**src/rtl/dnc_pkg.sv**
```systemverilog
// Shared definitions for the DNC accelerator matrix streaming endpoints.
//   rx_state_e  : receive-side FSM state encoding
//   DefaultMaxI : default buffer row capacity
//   DefaultMaxJ : default buffer column capacity
//   idx_width() : index width for a dimension, never narrower than one bit
package dnc_pkg;

  typedef enum logic [1:0] {
    StIdle,
    StRequest,
    StWait,
    StDone
  } rx_state_e;

  localparam int unsigned DefaultMaxI = 8;
  localparam int unsigned DefaultMaxJ = 8;

  // $clog2(1) is 0, which would give zero-width index vectors.
  function automatic int unsigned idx_width(input int unsigned n);
    return (n > 1) ? $clog2(n) : 1;
  endfunction

endpackage

```
**src/rtl/accelerator_matrix_buffer.sv**
```systemverilog
// Row-major element store for the matrix receiver.
// Simple dual-port RAM of MaxI*MaxJ words, address = row*MaxJ + col.
//   clk_i, rst_ni        : clock, synchronous active-low reset (read regs only)
//   wr_en_i/wr_i_i/wr_j_i/wr_data_i : synchronous write port
//   rd_en_i/rd_i_i/rd_j_i           : read request
//   rd_data_o/rd_valid_o            : registered read result, one cycle later
// The storage array itself is never reset. A read and a write to the same
// address on the same edge return the pre-write contents.
module accelerator_matrix_buffer
  import dnc_pkg::*;
#(
  parameter int unsigned DataW = 64,
  parameter int unsigned MaxI  = DefaultMaxI,
  parameter int unsigned MaxJ  = DefaultMaxJ
) (
  input  logic                        clk_i,
  input  logic                        rst_ni,
  input  logic                        wr_en_i,
  input  logic [idx_width(MaxI)-1:0]  wr_i_i,
  input  logic [idx_width(MaxJ)-1:0]  wr_j_i,
  input  logic [DataW-1:0]            wr_data_i,
  input  logic                        rd_en_i,
  input  logic [idx_width(MaxI)-1:0]  rd_i_i,
  input  logic [idx_width(MaxJ)-1:0]  rd_j_i,
  output logic [DataW-1:0]            rd_data_o,
  output logic                        rd_valid_o
);

  localparam int unsigned Depth = MaxI * MaxJ;
  localparam int unsigned AddrW = idx_width(Depth);

  logic [DataW-1:0] mem_q [Depth];
  logic [AddrW-1:0] wr_addr, rd_addr;
  logic [DataW-1:0] rd_data_q, rd_data_d;
  logic             rd_valid_q, rd_valid_d;

  always_comb begin
    wr_addr = AddrW'(wr_i_i) * AddrW'(MaxJ) + AddrW'(wr_j_i);
    rd_addr = AddrW'(rd_i_i) * AddrW'(MaxJ) + AddrW'(rd_j_i);
  end

  always_ff @(posedge clk_i) begin
    if (wr_en_i) begin
      mem_q[wr_addr] <= wr_data_i;
    end
  end

  // Read data holds its last value while no read is requested.
  always_comb begin
    rd_valid_d = rd_en_i;
    rd_data_d  = rd_en_i ? mem_q[rd_addr] : rd_data_q;
  end

  always_ff @(posedge clk_i) begin
    if (!rst_ni) begin
      rd_data_q  <= '0;
      rd_valid_q <= 1'b0;
    end else begin
      rd_data_q  <= rd_data_d;
      rd_valid_q <= rd_valid_d;
    end
  end

  assign rd_data_o  = rd_data_q;
  assign rd_valid_o = rd_valid_q;

endmodule

```
**src/rtl/accelerator_matrix_receiver.sv**
```systemverilog
// Receive-side endpoint of the accelerator matrix streaming protocol.
// Requests elements one at a time, stores the producer's words row-major and
// pulses READY once the whole SIZE_I x SIZE_J matrix has been loaded.
//   CLK, RST (sync, active-low)
//   START, SIZE_I_IN, SIZE_J_IN        : transfer launch and dimensions
//   READY                              : one-cycle completion pulse
//   DATA_OUT_I_ENABLE/DATA_OUT_J_ENABLE: row / element request strobes
//   DATA_IN_I_ENABLE/DATA_IN_J_ENABLE/DATA_IN : producer row marker, strobe, word
//   ERROR                              : sticky size/protocol error
//   RD_ENABLE, RD_I, RD_J, RD_DATA, RD_VALID : independent buffer read port
module accelerator_matrix_receiver
  import dnc_pkg::*;
#(
  parameter int unsigned DATA_SIZE    = 64,
  parameter int unsigned CONTROL_SIZE = 64,
  parameter int unsigned MAX_I        = DefaultMaxI,
  parameter int unsigned MAX_J        = DefaultMaxJ
) (
  input  logic                         CLK,
  input  logic                         RST,
  input  logic                         START,
  output logic                         READY,
  input  logic [DATA_SIZE-1:0]         SIZE_I_IN,
  input  logic [DATA_SIZE-1:0]         SIZE_J_IN,
  output logic                         DATA_OUT_I_ENABLE,
  output logic                         DATA_OUT_J_ENABLE,
  input  logic                         DATA_IN_I_ENABLE,
  input  logic                         DATA_IN_J_ENABLE,
  input  logic [DATA_SIZE-1:0]         DATA_IN,
  output logic                         ERROR,
  input  logic                         RD_ENABLE,
  input  logic [idx_width(MAX_I)-1:0]  RD_I,
  input  logic [idx_width(MAX_J)-1:0]  RD_J,
  output logic [DATA_SIZE-1:0]         RD_DATA,
  output logic                         RD_VALID
);

  localparam int unsigned IdxIW = idx_width(MAX_I);
  localparam int unsigned IdxJW = idx_width(MAX_J);

  // CONTROL_SIZE is reserved for a future control sideband and has no logic.
  if (CONTROL_SIZE == 0) begin : g_no_control
  end

  rx_state_e        state_q, state_d;
  logic [IdxIW-1:0] i_q, i_d;
  logic [IdxJW-1:0] j_q, j_d;
  // Sizes are held as last valid index so the end-of-row/matrix tests are
  // plain equality compares on the counter width.
  logic [IdxIW-1:0] last_i_q, last_i_d;
  logic [IdxJW-1:0] last_j_q, last_j_d;
  logic             error_q, error_d;
  logic             ready_q, ready_d;

  logic             size_zero, size_over;
  logic             first_col, last_col, last_row;
  logic             wr_en;
  logic             req_i, req_j;

  always_comb begin
    // Full-width compares so an oversize value cannot alias into range.
    size_zero = (SIZE_I_IN == '0) || (SIZE_J_IN == '0);
    size_over = (SIZE_I_IN > DATA_SIZE'(MAX_I)) || (SIZE_J_IN > DATA_SIZE'(MAX_J));
    first_col = (j_q == '0);
    last_col  = (j_q == last_j_q);
    last_row  = (i_q == last_i_q);
  end

  always_comb begin
    state_d  = state_q;
    i_d      = i_q;
    j_d      = j_q;
    last_i_d = last_i_q;
    last_j_d = last_j_q;
    error_d  = error_q;
    wr_en    = 1'b0;
    req_i    = 1'b0;
    req_j    = 1'b0;

    unique case (state_q)
      StIdle: begin
        if (START) begin
          i_d     = '0;
          j_d     = '0;
          error_d = 1'b0;
          if (size_zero) begin
            last_i_d = '0;
            last_j_d = '0;
            state_d  = StDone;
          end else if (size_over) begin
            last_i_d = '0;
            last_j_d = '0;
            error_d  = 1'b1;
            state_d  = StDone;
          end else begin
            last_i_d = IdxIW'(SIZE_I_IN - DATA_SIZE'(1));
            last_j_d = IdxJW'(SIZE_J_IN - DATA_SIZE'(1));
            state_d  = StRequest;
          end
        end
      end

      StRequest: begin
        req_j   = 1'b1;
        req_i   = first_col;
        state_d = StWait;
      end

      StWait: begin
        if (DATA_IN_J_ENABLE) begin
          wr_en = 1'b1;
          // The row marker must accompany exactly the column-0 element.
          if (DATA_IN_I_ENABLE != first_col) begin
            error_d = 1'b1;
          end
          if (last_col) begin
            j_d = '0;
            if (last_row) begin
              state_d = StDone;
            end else begin
              i_d     = i_q + IdxIW'(1);
              state_d = StRequest;
            end
          end else begin
            j_d     = j_q + IdxJW'(1);
            state_d = StRequest;
          end
        end
      end

      StDone: begin
        state_d = StIdle;
      end

      default: begin
        state_d = StIdle;
      end
    endcase

    // READY trails the DONE state by one cycle.
    ready_d = (state_q == StDone);
  end

  always_ff @(posedge CLK) begin
    if (!RST) begin
      state_q  <= StIdle;
      i_q      <= '0;
      j_q      <= '0;
      last_i_q <= '0;
      last_j_q <= '0;
      error_q  <= 1'b0;
      ready_q  <= 1'b0;
    end else begin
      state_q  <= state_d;
      i_q      <= i_d;
      j_q      <= j_d;
      last_i_q <= last_i_d;
      last_j_q <= last_j_d;
      error_q  <= error_d;
      ready_q  <= ready_d;
    end
  end

  assign READY             = ready_q;
  assign ERROR             = error_q;
  assign DATA_OUT_I_ENABLE = req_i;
  assign DATA_OUT_J_ENABLE = req_j;

  accelerator_matrix_buffer #(
    .DataW (DATA_SIZE),
    .MaxI  (MAX_I),
    .MaxJ  (MAX_J)
  ) u_buffer (
    .clk_i      (CLK),
    .rst_ni     (RST),
    .wr_en_i    (wr_en),
    .wr_i_i     (i_q),
    .wr_j_i     (j_q),
    .wr_data_i  (DATA_IN),
    .rd_en_i    (RD_ENABLE),
    .rd_i_i     (RD_I),
    .rd_j_i     (RD_J),
    .rd_data_o  (RD_DATA),
    .rd_valid_o (RD_VALID)
  );

endmodule

```
**config.mk**
```make
export PLATFORM = sky130hd
export DESIGN_NAME = accelerator_matrix_receiver
export DESIGN_NICKNAME = d
export VERILOG_FILES = /design/src/rtl/dnc_pkg.sv /design/src/rtl/accelerator_matrix_buffer.sv /design/src/rtl/accelerator_matrix_receiver.sv
export SDC_FILE = /design/constraint.sdc
export NUM_CORES = 2
export LEC_CHECK = 0
export CORE_UTILIZATION = 45
export CTS_CLUSTER_SIZE = 28
export DETAILED_ROUTE_END_ITERATION = 16
export GPL_ROUTABILITY_DRIVEN = 0
export PLACE_DENSITY = 0.57
export SLEW_MARGIN = 20
export SYNTH_ARGS = -nofsm -noshare
export SYNTH_HDL_FRONTEND = slang
export SYNTH_SLANG_ARGS = --single-unit
export TNS_END_PERCENT = 20
```
**constraint.sdc**
```tcl
create_clock -name CLK -period 7.66 [get_ports CLK]
set_clock_uncertainty 0.1 [all_clocks]
set_input_delay 0.766 -clock CLK [delete_from_list [all_inputs] [get_ports CLK]]
set_output_delay 0.766 -clock CLK [all_outputs]
set_load 0.01 [all_outputs]
```
==> flow_metrics.py <==
metrics = {
    "synth": {
        "ys_seq_area_share_pct": 77.8,
        "synth_cell_types": 53,
        "yosys.area_share.simple_pct": 1.67,
        "netlist_top_cells_count": "edfxtp_1 (4096), mux2i_1 (1634), o22ai_1 (536)",
        "synth_enable_flop_cells": 4096,
        "syn-mean-instance-area_sq_um": 19.3,
        "synth_nets": 8503,
        "synth.yosys.warnings": 0,
        "synth_fa_ha_area_share_pct": 0.0391,
        "synth-async-reset-ratio_pct": 0,
        "synth_largest_type_area_fraction_pct": 76.8,
        "share_of_the_synthesized_netlist_area_taken_by_xor_and_xnor_gates_pct": 0.0820,
        "synth_seq_cells": 4177,
        "synth_compound_area_share_pct": 5.14,
        "yosys-top-cells-area": "edfxtp_1 (77%), mux2i_1 (10%), mux4_2 (3.3%)",
        "combinational_family_with_the_most_area_after_synthesis": "multiplexers",
        "synthCells": 8294,
        "yosysTopAreaCell": "edfxtp_1",
        "synth-main-ff-cell": "edfxtp_1",
        "syn-cell-area_sq_um": 160000,
        "synth_mux_area_share_pct": 13.5,
        "most_frequently_used_cell_type_in_the_post_synthesis_netlist": "edfxtp_1",
    },
    "global_route": {
        "grt_usage_pct": 26.3,
        "number_of_antenna_violations_at_the_first_check_in_global_routing": 24,
        "grt_pass1_vias": 83800,
        "sum_of_overflow_across_all_layers_after_global_routing": 0,
        "grt_first_pass_wirelength_um": 659000,
        "largest_net_degree_at_the_start_of_global_routing": 122,
    },
    "drt": {
        "detail_route.drc_violations": 0,
        "detail-route-antenna-nets": 0,
        "drt_iter0_drc": 10400,
        "routed_wirelength_um": 479000,
        "detailedRoute.firstPassIterationCount": 6,
        "route.vias.total": 85700,
        "vias_per_cell": 6.20,
        "post_drt_wl_per_cell_um": 34.6,
    },
    "setup_path": {
        "critical_path.reg2reg.endpoint": "u_buffer.mem_q[23][6]",
        "timing.reg2reg.worst_path_depth": 5,
        "arr_time_crit_path_ns": 4.70,
        "setup.worst_path.start_class": "register",
        "timing.setup.critical_path_class": "register to register",
        "worst-r2r-setup-slack_ns": 3.41,
        "worst-path-max-fanout": 23,
        "worstPathRequired_ns": 8.10,
        "reg2reg_from": "state_q[1]",
        "endpoint_kind": "register",
    },
    "cts": {
        "post-cts-setup-buffers": 0,
        "post_cts_resized": 0,
        "clk_latency_ns": 0.99,
        "clock-sinks": 4177,
        "clock_tree_root_buffer_cell": "clkbuf_16",
        "cts.htree.levels": 5,
        "tritoncts": "built",
        "hold_buffers": 0,
        "cts.clk_slew.worst_paths_ns": 0.06,
        "maximum_buffer_depth_of_the_clock_tree": 4,
        "cts_inserted_buffers": 428,
    },
    "floorplan": {
        "die_width_um": 599,
        "core_region_area_sq_um": 353000,
        "vertical_die_dimension_um": 599,
        "floorplan.initialDensity_pct": 45.3,
        "num_io_pins": 273,
        "rows": 218,
        "floorplan.die_area_sq_um": 358000,
    },
    "sta": {
        "final_period_utilization_pct": 55.5,
        "setup_total_negative_slack_ns": 0,
        "unrepaired_setup_endpoints_after_global_routing": "false",
        "layout_min_cycle_time_ns": 4.25,
        "hold_slack_final_ns": 0.208,
        "setup_viol": 0,
        "timing.fmax_ghz": 0.235,
        "max_transition_margin_pct": 22.0,
        "final-max-slew-violation-count": 0,
        "transition_at_the_pin_with_the_smallest_max_transition_slack_ns": 1.17,
        "timing_hold_violations_final": 0,
    },
    "min_path": {
        "hold_path_depth": 1,
        "holdCritStartpoint": "DATA_IN[0]",
        "hp-class": "primary input to register",
        "hold_path_end": "u_buffer.mem_q[44][0]",
    },
    "job": {
        "drv.max_cap_violation_count": 0,
    },
    "cells_and_area": {
        "syn_to_final_growth_pct": 14.0,
        "finalNetCount": 8923,
        "drive_gt1_share_pct": 13.3,
        "nFillCells": 28100,
    },
    "outcome": {
        "outcome": "finished clean",
    },
    "power_and_ir_drop": {
        "vdd.ir_drop.worst_v": 0.000205,
        "leakagePower_nw": 61.1,
        "pwr_density_cell_nw_per_um2": 264,
    },
    "placed_design": {
        "io_buffers": 272,
        "hpwlAfterDp_um": 257000,
    },
}
## state kept, by name (all words and copies together) (netlist names)
signal               cells
u_buffer.rd_valid_o      1
i_q                      3
last_i_q                 3
state_q                  2
u_buffer.mem_q        4096
last_j_q                 3
ERROR                    1
u_buffer.rd_data_o      64
READY                    1
j_q                      3
## per-stage QoR
step | total power [mW] | area, sq um | util (%) | setup slack [ns] | std cells
floorplan | 26.9 | 160000 | - | 3.17 | 8294
global placement | 28.0 | 168000 | 47.6 | 2.85 | 13000
detailed placement | 28.0 | 168000 | 47.7 | 2.82 | 13000
CTS | 48.5 | 182000 | 51.6 | 3.48 | 13800
global route | 49.5 | 183000 | 51.6 | 3.33 | 13800
finish | 48.2 | 183000 | 51.7 | 3.41 | 13800
## cells in the final DEF, fill, tap and decap left out, types with 110 or more instances in the layout
| cell | netlist | final |
|---|---|---|
| clkdlybuf4s50_1 | 0 | 202 |
| edfxtp_1 | 4096 | 4096 |
| mux4_2 | 235 | 235 |
| a22oi_1 | 247 | 247 |
| mux2i_1 | 1634 | 1634 |
| clkbuf_1 | 125 | 110 |
| nand2_1 | 141 | 141 |
| o22ai_1 | 536 | 536 |
| buf_4 | 84 | 213 |
| clkbuf_16 | 0 | 433 |
## metal layers
metal | up-vias | track usage (%) | share of wire [%]
met3 | 758 | 4.30 | 8.7
met5 | - | 0 | 0.0075
met2 | 4178 | 42.3 | 47
li1 | 35100 | - | -
met4 | 6 | 7.65 | 3.0
met1 | 45700 | 36.9 | 41
## where the power goes
part | leakage, nW | total (mW) | internal [mW] | switching, mW
sequential | 37.5 | 25.2 | 25.2 | 0.0950
combinational | 16.8 | 2.26 | 0.770 | 1.49
clock | 6.81 | 20.7 | 12.0 | 8.72
total | 61.1 | 48.2 | 37.9 | 10.3
## area by class of cell
class,instances,area [sq um],share of cell area [%]
clock buffer,566,11600,6.33
antenna,12,30.0,0.0164
multi-input combinational,3615,33300,18.2
inverter,8,31.3,0.0171
sequential,4177,125000,68.2
clock inverter,233,2370,1.30
timing repair buffer,484,4760,2.61
tap,4730,5920,3.24
## worst max-delay path by stage
stage,from,to,cells past startpoint
2_1_floorplan,DATA_IN_J_ENABLE,u_buffer.mem_q[31][0],3
3_5_place_dp,RD_J[2],u_buffer.rd_data_o[28],9
4_1_cts,state_q[1],u_buffer.mem_q[23][5],5
6_report,state_q[1],u_buffer.mem_q[23][6],5
5_1_grt,state_q[1],u_buffer.mem_q[47][14],5
3_3_place_gp,RD_J[2],u_buffer.rd_data_o[28],9
## worst max-delay path, stage by stage, from the launching register on
cell and delay (ns):
dfxtp_1 0.48, nor2b_1 0.48, and3_1 0.31, nand3_1 0.61, nor2_4 1.14, buf_4 0.64
## logic make-up (layout without fill, tap and decap cells)
group,count (synthesis),count (layout)
AOI/OAI and AO/OA,1198,1198
buffers and inverters,502,1291
DFF,4177,4177
xor gates and xnor gates,15,15
adders and majority gates,5,5
muxes,1869,1869
other,0,12
and+or+nand+nor,528,528
Note: power is estimated with default switching activity, not from simulation.
